**src/rtl/dot_prod_pkg.sv**
```systemverilog
`default_nettype none
// ============================================================================
// Module      : dot_prod_pkg
// Description : Shared defaults and FSM state encoding for the dot-product
//               operand loader.
// Revision    : 1.0 - initial release
// ============================================================================
package dot_prod_pkg;

    localparam int c_N_DEFAULT  = 1000;  // operand array depth of main
    localparam int c_AW_DEFAULT = 10;    // array address width
    localparam int c_DW_DEFAULT = 27;    // signed operand width
    localparam int c_RW_DEFAULT = 64;    // signed result width

    typedef enum logic [2:0] {
        ST_IDLE  = 3'd0,
        ST_LOAD  = 3'd1,
        ST_FILL  = 3'd2,
        ST_DRAIN = 3'd3,
        ST_START = 3'd4,
        ST_WAIT  = 3'd5,
        ST_OUT   = 3'd6
    } state_t;

endpackage : dot_prod_pkg
`default_nettype wire

```
**src/rtl/dot_prod_addr_ctr.sv**
```systemverilog
`default_nettype none
// ============================================================================
// Module      : dot_prod_addr_ctr
// Description : Loadable up-counter producing the operand array write
//               address, with a flag marking the last array entry (N-1).
// Revision    : 1.0 - initial release
// ============================================================================
module dot_prod_addr_ctr
    import dot_prod_pkg::*;
#(
    parameter int N  = c_N_DEFAULT,
    parameter int AW = c_AW_DEFAULT
) (
    input  logic          clk,
    input  logic          rst,
    input  logic          i_load,
    input  logic [AW-1:0] i_load_val,
    input  logic          i_inc,
    output logic [AW-1:0] o_count,
    output logic          o_at_last
);

    localparam logic [AW-1:0] c_LAST = AW'(N - 1);

    logic [AW-1:0] r_count;

    // Load takes priority over increment; the FSM never asserts both.
    always_ff @(posedge clk or posedge rst) begin
        if (rst) begin
            r_count <= '0;
        end else if (i_load) begin
            r_count <= i_load_val;
        end else if (i_inc) begin
            r_count <= r_count + 1'b1;
        end
    end

    assign o_count   = r_count;
    assign o_at_last = (r_count == c_LAST);

endmodule : dot_prod_addr_ctr
`default_nettype wire

```
**src/rtl/dot_prod_loader.sv**
```systemverilog
`default_nettype none
// ============================================================================
// Module      : dot_prod_loader
// Description : Streams signed (a, b) operand pairs into main's operand
//               arrays, zero-fills the unused tail, starts the computation
//               and returns the 64-bit result over a valid/ready port.
//               Optional macro DOT_PROD_LOADER_TIMEOUT_EN adds a WAIT-state
//               watchdog of TIMEOUT_CYCLES cycles reporting via out_err.
// Revision    : 1.0 - initial release
// ============================================================================
module dot_prod_loader
    import dot_prod_pkg::*;
#(
    parameter int N              = c_N_DEFAULT,
    parameter int AW             = c_AW_DEFAULT,
    parameter int DW             = c_DW_DEFAULT,
    parameter int RW             = c_RW_DEFAULT,
    parameter int TIMEOUT_CYCLES = 8192
) (
    input  logic                 clk,
    input  logic                 rst,
    input  logic                 in_valid,
    output logic                 in_ready,
    input  logic signed [DW-1:0] in_a,
    input  logic signed [DW-1:0] in_b,
    input  logic                 in_last,
    output logic                 out_valid,
    input  logic                 out_ready,
    output logic signed [RW-1:0] out_data,
    output logic                 out_err,
    output logic                 busy,
    output logic                 controlArr,
    output logic                 controlArrWEnable_a,
    output logic                 controlArrWEnable_b,
    output logic        [AW-1:0] controlArrAddr_a,
    output logic        [AW-1:0] controlArrAddr_b,
    output logic signed [DW-1:0] controlArrWData_a,
    output logic signed [DW-1:0] controlArrWData_b,
    output logic                 r_enable,
    output logic        [AW-1:0] init_i_t_a,
    output logic        [RW-1:0] init_acc_t_a,
    input  logic                 w_enable,
    input  logic signed [RW-1:0] result
);

    state_t                r_state;
    state_t                w_next;
    logic                  w_accept;
    logic                  w_fill;
    logic                  w_ctr_load;
    logic                  w_ctr_inc;
    logic                  w_capture;
    logic                  w_tmo_hit;
    logic         [AW-1:0] w_addr;
    logic                  w_at_last;

    logic                  r_ctrl;
    logic                  r_we;
    logic         [AW-1:0] r_waddr;
    logic signed  [DW-1:0] r_wdata_a;
    logic signed  [DW-1:0] r_wdata_b;
    logic                  r_start;
    logic signed  [RW-1:0] r_out_data;

    dot_prod_addr_ctr #(
        .N  (N),
        .AW (AW)
    ) u_addr_ctr (
        .clk        (clk),
        .rst        (rst),
        .i_load     (w_ctr_load),
        .i_load_val ('0),
        .i_inc      (w_ctr_inc),
        .o_count    (w_addr),
        .o_at_last  (w_at_last)
    );

`ifdef DOT_PROD_LOADER_TIMEOUT_EN
    localparam int c_TMO_W = $clog2(TIMEOUT_CYCLES + 1);

    logic [c_TMO_W-1:0] r_tmo_cnt;
    logic               r_out_err;

    // Counts consecutive WAIT cycles without a done flag from main.
    always_ff @(posedge clk or posedge rst) begin
        if (rst) begin
            r_tmo_cnt <= '0;
        end else if ((r_state == ST_WAIT) && !w_enable) begin
            r_tmo_cnt <= r_tmo_cnt + 1'b1;
        end else begin
            r_tmo_cnt <= '0;
        end
    end

    assign w_tmo_hit = (r_state == ST_WAIT) && !w_enable &&
                       (r_tmo_cnt == c_TMO_W'(TIMEOUT_CYCLES - 1));

    // Error flag is set by the watchdog and cleared by a genuine result.
    always_ff @(posedge clk or posedge rst) begin
        if (rst) begin
            r_out_err <= 1'b0;
        end else if (w_capture) begin
            r_out_err <= 1'b0;
        end else if (w_tmo_hit) begin
            r_out_err <= 1'b1;
        end
    end

    assign out_err = r_out_err;
`else
    assign w_tmo_hit = 1'b0;
    assign out_err   = 1'b0;
`endif

    // Next-state and per-cycle control decode.
    always_comb begin
        w_next     = r_state;
        w_accept   = 1'b0;
        w_fill     = 1'b0;
        w_ctr_load = 1'b0;
        w_ctr_inc  = 1'b0;
        w_capture  = 1'b0;
        case (r_state)
            ST_IDLE: begin
                w_ctr_load = 1'b1;
                w_next     = ST_LOAD;
            end
            ST_LOAD: begin
                if (in_valid) begin
                    w_accept  = 1'b1;
                    w_ctr_inc = 1'b1;
                    // A full vector ends the load even if in_last is absent.
                    if (w_at_last) begin
                        w_next = ST_DRAIN;
                    end else if (in_last) begin
                        w_next = ST_FILL;
                    end
                end
            end
            ST_FILL: begin
                w_fill    = 1'b1;
                w_ctr_inc = 1'b1;
                if (w_at_last) begin
                    w_next = ST_DRAIN;
                end
            end
            ST_DRAIN: w_next = ST_START;
            ST_START: w_next = ST_WAIT;
            ST_WAIT: begin
                if (w_enable) begin
                    w_capture = 1'b1;
                    w_next    = ST_OUT;
                end else if (w_tmo_hit) begin
                    w_next = ST_OUT;
                end
            end
            ST_OUT: begin
                if (out_ready) begin
                    w_next = ST_IDLE;
                end
            end
            default: w_next = ST_IDLE;
        endcase
    end

    // State register.
    always_ff @(posedge clk or posedge rst) begin
        if (rst) begin
            r_state <= ST_IDLE;
        end else begin
            r_state <= w_next;
        end
    end

    // Array port registers: each value is presented the cycle after the
    // decision, so ownership and the start pulse follow the next state.
    always_ff @(posedge clk or posedge rst) begin
        if (rst) begin
            r_ctrl    <= 1'b0;
            r_we      <= 1'b0;
            r_waddr   <= '0;
            r_wdata_a <= '0;
            r_wdata_b <= '0;
            r_start   <= 1'b0;
        end else begin
            r_ctrl  <= (w_next inside {ST_LOAD, ST_FILL, ST_DRAIN});
            r_we    <= w_accept | w_fill;
            r_start <= (w_next == ST_START);
            if (w_accept) begin
                r_waddr   <= w_addr;
                r_wdata_a <= in_a;
                r_wdata_b <= in_b;
            end else if (w_fill) begin
                r_waddr   <= w_addr;
                r_wdata_a <= '0;
                r_wdata_b <= '0;
            end
        end
    end

    // Result register; held stable while OUT waits for out_ready.
    always_ff @(posedge clk or posedge rst) begin
        if (rst) begin
            r_out_data <= '0;
        end else if (w_capture) begin
            r_out_data <= result;
        end else if (w_tmo_hit) begin
            r_out_data <= '0;
        end
    end

    assign in_ready            = (r_state == ST_LOAD);
    assign out_valid           = (r_state == ST_OUT);
    assign busy                = (r_state != ST_IDLE);
    assign out_data            = r_out_data;
    assign controlArr          = r_ctrl;
    assign controlArrWEnable_a = r_we;
    assign controlArrWEnable_b = r_we;
    assign controlArrAddr_a    = r_waddr;
    assign controlArrAddr_b    = r_waddr;
    assign controlArrWData_a   = r_wdata_a;
    assign controlArrWData_b   = r_wdata_b;
    assign r_enable            = r_start;
    assign init_i_t_a          = '0;
    assign init_acc_t_a        = '0;

endmodule : dot_prod_loader
`default_nettype wire

```
**config.mk**
```make
export PLATFORM = sky130hd
export DESIGN_NAME = dot_prod_loader
export DESIGN_NICKNAME = d
export VERILOG_FILES = /design/src/rtl/dot_prod_pkg.sv /design/src/rtl/dot_prod_addr_ctr.sv /design/src/rtl/dot_prod_loader.sv
export SDC_FILE = /design/constraint.sdc
export NUM_CORES = 1
export LEC_CHECK = 0
export CAP_MARGIN = 20
export CORE_AREA = 2 2 133 135
export DETAILED_ROUTE_END_ITERATION = 10
export DIE_AREA = 0 0 135 137
export PLACE_DENSITY = 0.87
export SLEW_MARGIN = 40
export SYNTH_ARGS = -nofsm -noshare
export SYNTH_HDL_FRONTEND = slang
export SYNTH_HIERARCHICAL = 1
export SYNTH_SLANG_ARGS = --single-unit
```
**constraint.sdc**
```tcl
create_clock -name clk -period 10.58 [get_ports clk]
set_input_delay 1.587 -clock clk [delete_from_list [all_inputs] [get_ports clk]]
set_output_delay 1.587 -clock clk [all_outputs]
set_load 0.1 [all_outputs]
```
* Word level (Yosys, flattened, before mapping) *
Cells that the tools add are included.

word-level totals
  register bits after elaboration = 144
  bits of input ports = 124
  output and inout port bits = 220
  logic and storage cells = 48

operators by class
  add/sub/neg operators = 1
  equal/unequal tests = 11
  muxes and demuxes = 21
  bitwise logic cells = 1
  reduce and logical (&&, ||, !) cells = 5

operators by type and width
  kind                                                              number
  27-bit two-way mux                                                3
  10-bit two-way mux                                                4
  3-bit one-hot mux with 7 select lines                             1
  3-bit two-way mux                                                 6
  3-bit by 2-bit == test with 1-bit output (second input constant)  4
  3-bit == test (second input constant)                             4
  10-bit by 1-bit adder with 10-bit output (second input constant)  1
  10-bit == test (second input constant)                            1
  3-bit by 1-bit == test with 1-bit output (second input constant)  2
  1-bit two-way mux                                                 6
  3-bit nonzero test                                                2
  2-bit nonzero test                                                2
  3-bit logical NOT                                                 1
  1-bit one-hot mux with 2 select lines                             1
  1-bit OR                                                          1

* Logic depth before layout (Yosys ltp) *
Gate-level depths: netlist (run 1).

  depth in word-level cells = 6
  gate-level depth with buffers = 10
  mapped depth without buffers = 6

* Hierarchy *
Netlist (run 1), hierarchy kept.

modules (own cells, without submodules)
  module             times used  cells an instance  area each (µm²)  seq. area each (µm²)
  dot_prod_loader    1           447                5828.1           3353.2
  dot_prod_addr_ctr  1           62                 570.5            250.2

* Worst setup path before layout (run 1) *
Ideal clock, no wire load.

  path kind = register to output
  from = register r_state[2]
  to = output port in_ready
  arrival time = 3.040 ns
  data required time = 8.993 ns
  setup slack = 5.953 ns
  stages on the path, launching flop included = 5
  buffers on the path = 3
  cells stage by stage = dfrtp_1 > buf_2 > buf_2 > clkbuf_1 > nor3b_1

on the way
  longest elaborated chain between the ends = 1

ends and longest elaborated chain
  element                                   line                    RTL
  start: declaration                        dot_prod_loader.sv:46   state_t r_state;
  start signal: assignment                  dot_prod_loader.sv:171  r_state <= w_next;
  3-bit by 1-bit == test with 1-bit output  dot_prod_loader.sv:212  assign in_ready = (r_state == ST_LOAD);
  end: declaration                          dot_prod_loader.sv:23   output logic in_ready,

No other way between the ends.

* Worst setup path after layout (run 1) *
  from = input port in_valid
  to = register u_addr_ctr.r_count[8] (netlist: u_addr_ctr/o_count[8])

on the way
  longest elaborated chain between the ends = 3

ends and longest elaborated chain
  element                                line                     RTL
  start: declaration                     dot_prod_loader.sv:22    input logic in_valid,
  1-bit two-way mux                      dot_prod_loader.sv:129   if (in_valid) begin
  1-bit one-hot mux with 2 select lines  dot_prod_loader.sv:123   case (r_state)
  named net w_ctr_inc                    dot_prod_loader.sv:51    logic w_ctr_inc;
  2-bit nonzero test (no line)           --
  end signal: assignment                 dot_prod_addr_ctr.sv:32  r_count <= i_load_val;
  end signal: assignment                 dot_prod_addr_ctr.sv:34  r_count <= r_count + 1'b1;
  end: declaration                       dot_prod_addr_ctr.sv:25  logic [AW-1:0] r_count;

The timed path passes the listed nets, and every way through them passes these cells.
A chain may end at the register's enable or synchronous reset.

==> results of run 1 <==
-- per-layer routing --
metal | share of wire | vias to the layer above
li1 | - | 2182
met1 | 0.40 | 2332
met2 | 0.51 | 218
met3 | 0.080 | 16
met4 | 0.018 | 0
met5 | 0 | -
-- cell type report --
| cell class | instances | share of cell area |
|---|---|---|
| diodes | 1 | 0.000286 |
| flip-flops and latches | 144 | 0.412 |
| multi-input cells | 325 | 0.261 |
| inverters | 6 | 0.00315 |
| repair buffers | 273 | 0.228 |
| clock inverters | 14 | 0.0142 |
| clock buffers | 17 | 0.0486 |
| well taps | 225 | 0.0322 |
-- worst paths after layout --
kind	end	start	depth (start not counted)	slack (ns)
min in group asynchronous	u_addr_ctr/o_count[2]	rst	2	1.61
hold / removal	out_data[44]	out_data[44]	1	0.49
max in group asynchronous	controlArrWData_b[11]	rst	3	7.89
hold reg to reg	out_data[44]	out_data[44]	1	0.49
setup reg to reg	u_addr_ctr/o_count[8]	r_state[0]	7	7.85
setup / recovery	u_addr_ctr/o_count[8]	in_valid	8	6.97
-- cell usage in the layout, fill, tap and decap left out, types with 3 or more instances in the layout --
cell type / instances
xor2_1: 3
or4_1: 5
a221oi_1: 10
a31oi_1: 13
conb_1: 85
o31ai_1: 3
mux2_1: 54
inv_8: 3
a21oi_1: 3
inv_2: 3
nand3b_1: 3
nand4_1: 4
nor2_1: 7
nand2_1: 22
a22o_1: 54
mux2_2: 10
a21o_1: 11
clkbuf_16: 17
buf_2: 145
nand3_1: 5
buf_4: 4
clkdlybuf4s50_1: 123
inv_6: 5
o21ai_0: 16
dfrtp_1: 143
clkinvlp_4: 5
-- flip-flops by register name, summed over array words and instances, names as in the netlist --
name                 cells
r_enable                 1
controlArr               1
controlArrWEnable_a      1
controlArrWData_a       27
out_data                64
u_addr_ctr/o_count      10
r_state                  3
controlArrWData_b       27
controlArrAddr_a        10
-- through the flow --
stage,util,hold slack (ns),worst slack (ns),cells,area [µm²]
floorplan,-,0.563,5.41,593,6710
global placement,0.523,0.472,6.60,973,8920
detailed placement,0.481,0.475,6.55,973,8200
CTS,0.513,0.489,6.92,1004,8750
global route,0.513,0.496,6.83,1005,8750
finish,0.513,0.485,6.97,1005,8750
-- worst max-delay path: stages --
cell	delay (ns)
clkdlybuf4s50_1	0.53
and4bb_2	0.24
buf_4	0.51
nor2_4	0.08
inv_2	0.15
nand2_1	0.12
or4_1	0.52
a31oi_1	0.19
-- cell families after synthesis --
kind of cell,Yosys count
adder cells (fa/ha/maj),1
buffers and inverters,124
flip-flops,144
other,1
AND/OR/NAND/NOR,56
AO/OA/AOI/OAI,114
multiplexers,65
XOR/XNOR,4
==> impl_metrics.py, run 1 <==
metrics = {
    "status": {
        "status": "complete, no violations",
    },
    "timing": {
        "fmax_ghz": 0.277,
        "slew_viol_final": 0,
        "rsz0062_at_grt": "no",
        "period_share": 0.341,
        "timing.final.crit_period_ns": 3.61,
        "hold_viol": 0,
        "relSlewSlack": 0.493,
        "finalSetupViolCount": 0,
        "setup_tns_ns": 0,
        "skew_ns": 0.00878,
        "worst_pin_slew_ns": 0.757,
    },
    "global_routing": {
        "grt_use_met1": 0.204,
        "track_usage": 0.172,
        "grt_pass1_vias": 4583,
        "antenna_found_initial": 1,
        "grt_overflow": 0,
        "grt_max_degree": 78,
        "grt_pass1_wl_um": 24300,
        "use_met2": 0.290,
        "grt_use_met3": 0.0559,
        "grt.busiest_layer": "met2",
    },
    "logic_synthesis": {
        "synth_ff_type": "dfrtp_1",
        "yosys-top-cells-count": "144 x dfrtp_1, 92 x buf_4, 54 x a22o_1, 54 x mux2_1, 22 x nand2_1",
        "ys_warn_count": 6,
        "synth_most_common_cell": "dfrtp_1",
        "syn_avg_cell_area_um2": 12.6,
        "ys_seq_area_frac": 0.563,
        "synth_top_area_cell": "dfrtp_1",
        "synthMuxAreaShare": 0.114,
        "ys_async_sr_fraction": 1.00,
        "synth_adder_area_share": 0.00196,
        "netlist_area_um2": 6400,
        "synth_edf_count": 0,
        "synth-simple-area-share": 0.0485,
        "yosysTopAreaCellShare": 0.563,
        "synth.area.top_cells": "dfrtp_1 56%, buf_4 11%, mux2_1 9.5%",
        "postSynthCellCount": 509,
        "yosys.area_share.xor_xnor": 0.00548,
        "synth_cell_types": 36,
        "synth.ff_latch_count": 144,
        "synth_top_family_by_area": "compound AO/OA/AOI/OAI gates",
        "synth_compound_area_frac": 0.136,
    },
    "critical_path": {
        "crit_arrival_ns": 3.93,
        "worstPathRequired_ns": 10.90,
        "cp-start-kind": "primary input",
        "critPathMaxFanout": 56,
        "crit_path_end_kind": "register",
        "crit_type": "primary input to register",
    },
    "die": {
        "die_x_um": 135,
        "ios": 344,
        "row_count": 48,
        "coreArea_um2": 17100,
        "start_util": 0.375,
        "die-height_um": 137,
        "dieArea_um2": 18500,
    },
    "drt": {
        "drc": 0,
        "wl_per_cell_um": 16.4,
        "first_pass_iters": 5,
        "antenna_left": 0,
        "vias": 4748,
        "first_iter_violations": 284,
        "viasPerCell": 4.72,
        "wl_um": 16500,
    },
    "clock_tree": {
        "clk_latency_ns": 0.41,
        "cts_resized": 0,
        "clk_root_buffer_cell": "clkbuf_16",
        "hold_buffers": 0,
        "htreeDepth": 4,
        "cts.sinks": 144,
        "cts_buffers": 17,
        "post_cts_buffers": 0,
        "clock_path_buffers": 2,
        "cts_tree": "done",
        "clk_pin_slew_worst_paths_ns": 0.06,
    },
    "layout": {
        "fillers": 1539,
        "drive_gt1_frac": 0.257,
        "nNetsFinal": 892,
        "area_growth_pct": 36.8,
        "seq_area_um2": 3600,
        "multiInputGateArea_um2": 2290,
    },
    "worst_hold_path": {
        "hold_class": "register to register",
    },
    "placement": {
        "gp_congestion": 0.820,
        "dp_hpwl_um": 11900,
        "portBuffers": 268,
    },
    "run": {
        "max-cap-violations": 0,
    },
}
Power of run 1 is left out: the tool's default activity adds up to more than one toggle a clock period on the data nets, which glitch-free logic cannot reach.
==> run 2: changes to the inputs <==
--- a/config.mk
+++ b/config.mk
@@ -6,10 +6,10 @@
 export NUM_CORES = 1
 export LEC_CHECK = 0
 export CAP_MARGIN = 20
-export CORE_AREA = 2 2 133 135
+export CORE_AREA = 2 2 135 137
 export DETAILED_ROUTE_END_ITERATION = 10
-export DIE_AREA = 0 0 135 137
-export PLACE_DENSITY = 0.87
+export DIE_AREA = 0 0 137 139
+export PLACE_DENSITY = 0.85
 export SLEW_MARGIN = 40
 export SYNTH_ARGS = -nofsm -noshare
 export SYNTH_HDL_FRONTEND = slang
==> constraint.sdc (replaced) <==
create_clock -name clk -period 3.7 [get_ports clk]
set_input_delay 0.555 -clock clk [delete_from_list [all_inputs] [get_ports clk]]
set_output_delay 0.555 -clock clk [all_outputs]
set_load 0.1 [all_outputs]
==> impl_metrics.py, run 2 (same netlist as run 1, synthesis figures left out) <==
metrics = {
    "clock_tree": {
        "cts_tree": "done",
        "post_cts_buffers": 0,
        "clock_path_buffers": 2,
        "hold_buffers": 0,
        "cts_resized": 0,
        "clk_latency_ns": 0.42,
        "cts_buffers": 17,
        "clk_pin_slew_worst_paths_ns": 0.06,
        "htreeDepth": 4,
        "clk_root_buffer_cell": "clkbuf_16",
        "cts.sinks": 144,
    },
    "timing": {
        "slew_viol_final": 0,
        "skew_ns": 0.00769,
        "relSlewSlack": 0.507,
        "worst_pin_slew_ns": 0.737,
        "timing.final.crit_period_ns": 2.47,
        "period_share": 0.668,
        "fmax_ghz": 0.405,
        "hold_viol": 0,
        "rsz0062_at_grt": "no",
        "setup_tns_ns": 0,
        "finalSetupViolCount": 0,
    },
    "layout": {
        "area_growth_pct": 38.0,
        "drive_gt1_frac": 0.257,
        "multiInputGateArea_um2": 2290,
        "nNetsFinal": 894,
        "final_common_cell": "dfrtp_1",
        "largest_reg_flops": 64,
        "layout_common_cells": "144 x dfrtp_1, 142 x buf_2, 123 x clkdlybuf4s50_1",
        "seq_area_um2": 3600,
        "fillers": 1599,
        "diodes": 0,
    },
    "global_routing": {
        "grt_pass1_wl_um": 24800,
        "grt_max_degree": 80,
        "track_usage": 0.169,
        "grt_overflow": 0,
        "grt_pass1_vias": 4726,
        "antenna_found_initial": 0,
    },
    "critical_path": {
        "worstPathRequired_ns": 3.14,
        "crit_arrival_ns": 1.92,
        "cp-start-kind": "register",
        "crit_type": "register to primary output",
        "crit_path_end_kind": "primary output",
        "critPathMaxFanout": 17,
        "rr_worst_depth": 3,
    },
    "drt": {
        "wl_per_cell_um": 16.2,
        "drc": 0,
        "wl_um": 16400,
        "viasPerCell": 4.73,
        "first_pass_iters": 5,
        "vias": 4773,
        "first_iter_violations": 153,
        "antenna_left": 0,
    },
    "die": {
        "row_count": 49,
        "start_util": 0.362,
        "die-height_um": 139,
        "ios": 344,
        "coreArea_um2": 17700,
        "dieArea_um2": 19000,
        "die_x_um": 137,
    },
    "run": {
        "max-cap-violations": 0,
    },
    "worst_hold_path": {
        "hold_class": "primary input to asynchronous set/reset pin",
    },
    "status": {
        "status": "complete, no violations",
    },
    "placement": {
        "portBuffers": 268,
        "gp_congestion": 0.807,
        "dp_hpwl_um": 11800,
    },
}
## run 2: cell types whose count changed in the layout (fill, tap and decap cells not counted), sizes merged
cell | previous run | this run
diode | 1 | 0
bufinv | 0 | 1
clkinv | 2 | 1
buf | 150 | 152
## run 2: worst paths after layout
check	from	to	slack [ns]
min in group clk	out_data[44]	out_data[44]	0.49
max in group asynchronous	rst	out_data[46]	2.65
worst max-delay path	r_state[1]	busy	1.23
worst min-delay path	rst	out_data[40]	0.43
worst max register to register	r_state[0]	out_data[36]	1.31
worst min register to register	out_data[44]	out_data[44]	0.49
## run 2: cell type report
type                            instances  area share
Clock buffer                           17      0.0482
Clock inverter                         14      0.0166
Inverter                                6     0.00298
Multi-Input combinational cell        325       0.259
Sequential cell                       144       0.408
Tap cell                              229      0.0325
Timing Repair Buffer                  275       0.233
## run 2: metal layers
metal	vias up	track usage	wire length (µm)
li1	2185	-	-
met1	2355	0.190	6200
met2	218	0.299	8500
met3	15	0.0501	1420
met4	0	0.0629	240
met5	-	0	0
## run 2: stage by stage
| stage | setup slack (ns) | utilization | cell area (µm²) | cells | hold WS (ns) |
|---|---|---|---|---|---|
| 6_report | 1.23 | 0.500 | 8830 | 1010 | 0.428 |
| 5_1_grt | 1.10 | 0.500 | 8830 | 1010 | 0.445 |
| 4_1_cts | 1.20 | 0.500 | 8830 | 1010 | 0.417 |
| 3_5_place_dp | 1.17 | 0.468 | 8260 | 979 | 0.475 |
| 3_3_place_gp | 1.24 | 0.508 | 8970 | 979 | 0.473 |
| 2_1_floorplan | 0.105 | - | 6720 | 593 | 0.395 |
## run 2: worst max-delay path: stages (launching register included)
cell,delay [ns]
dfrtp_1,0.54
buf_4,0.28
or3_1,0.43
buf_4,0.25
Power of run 2 is left out for the same reason.
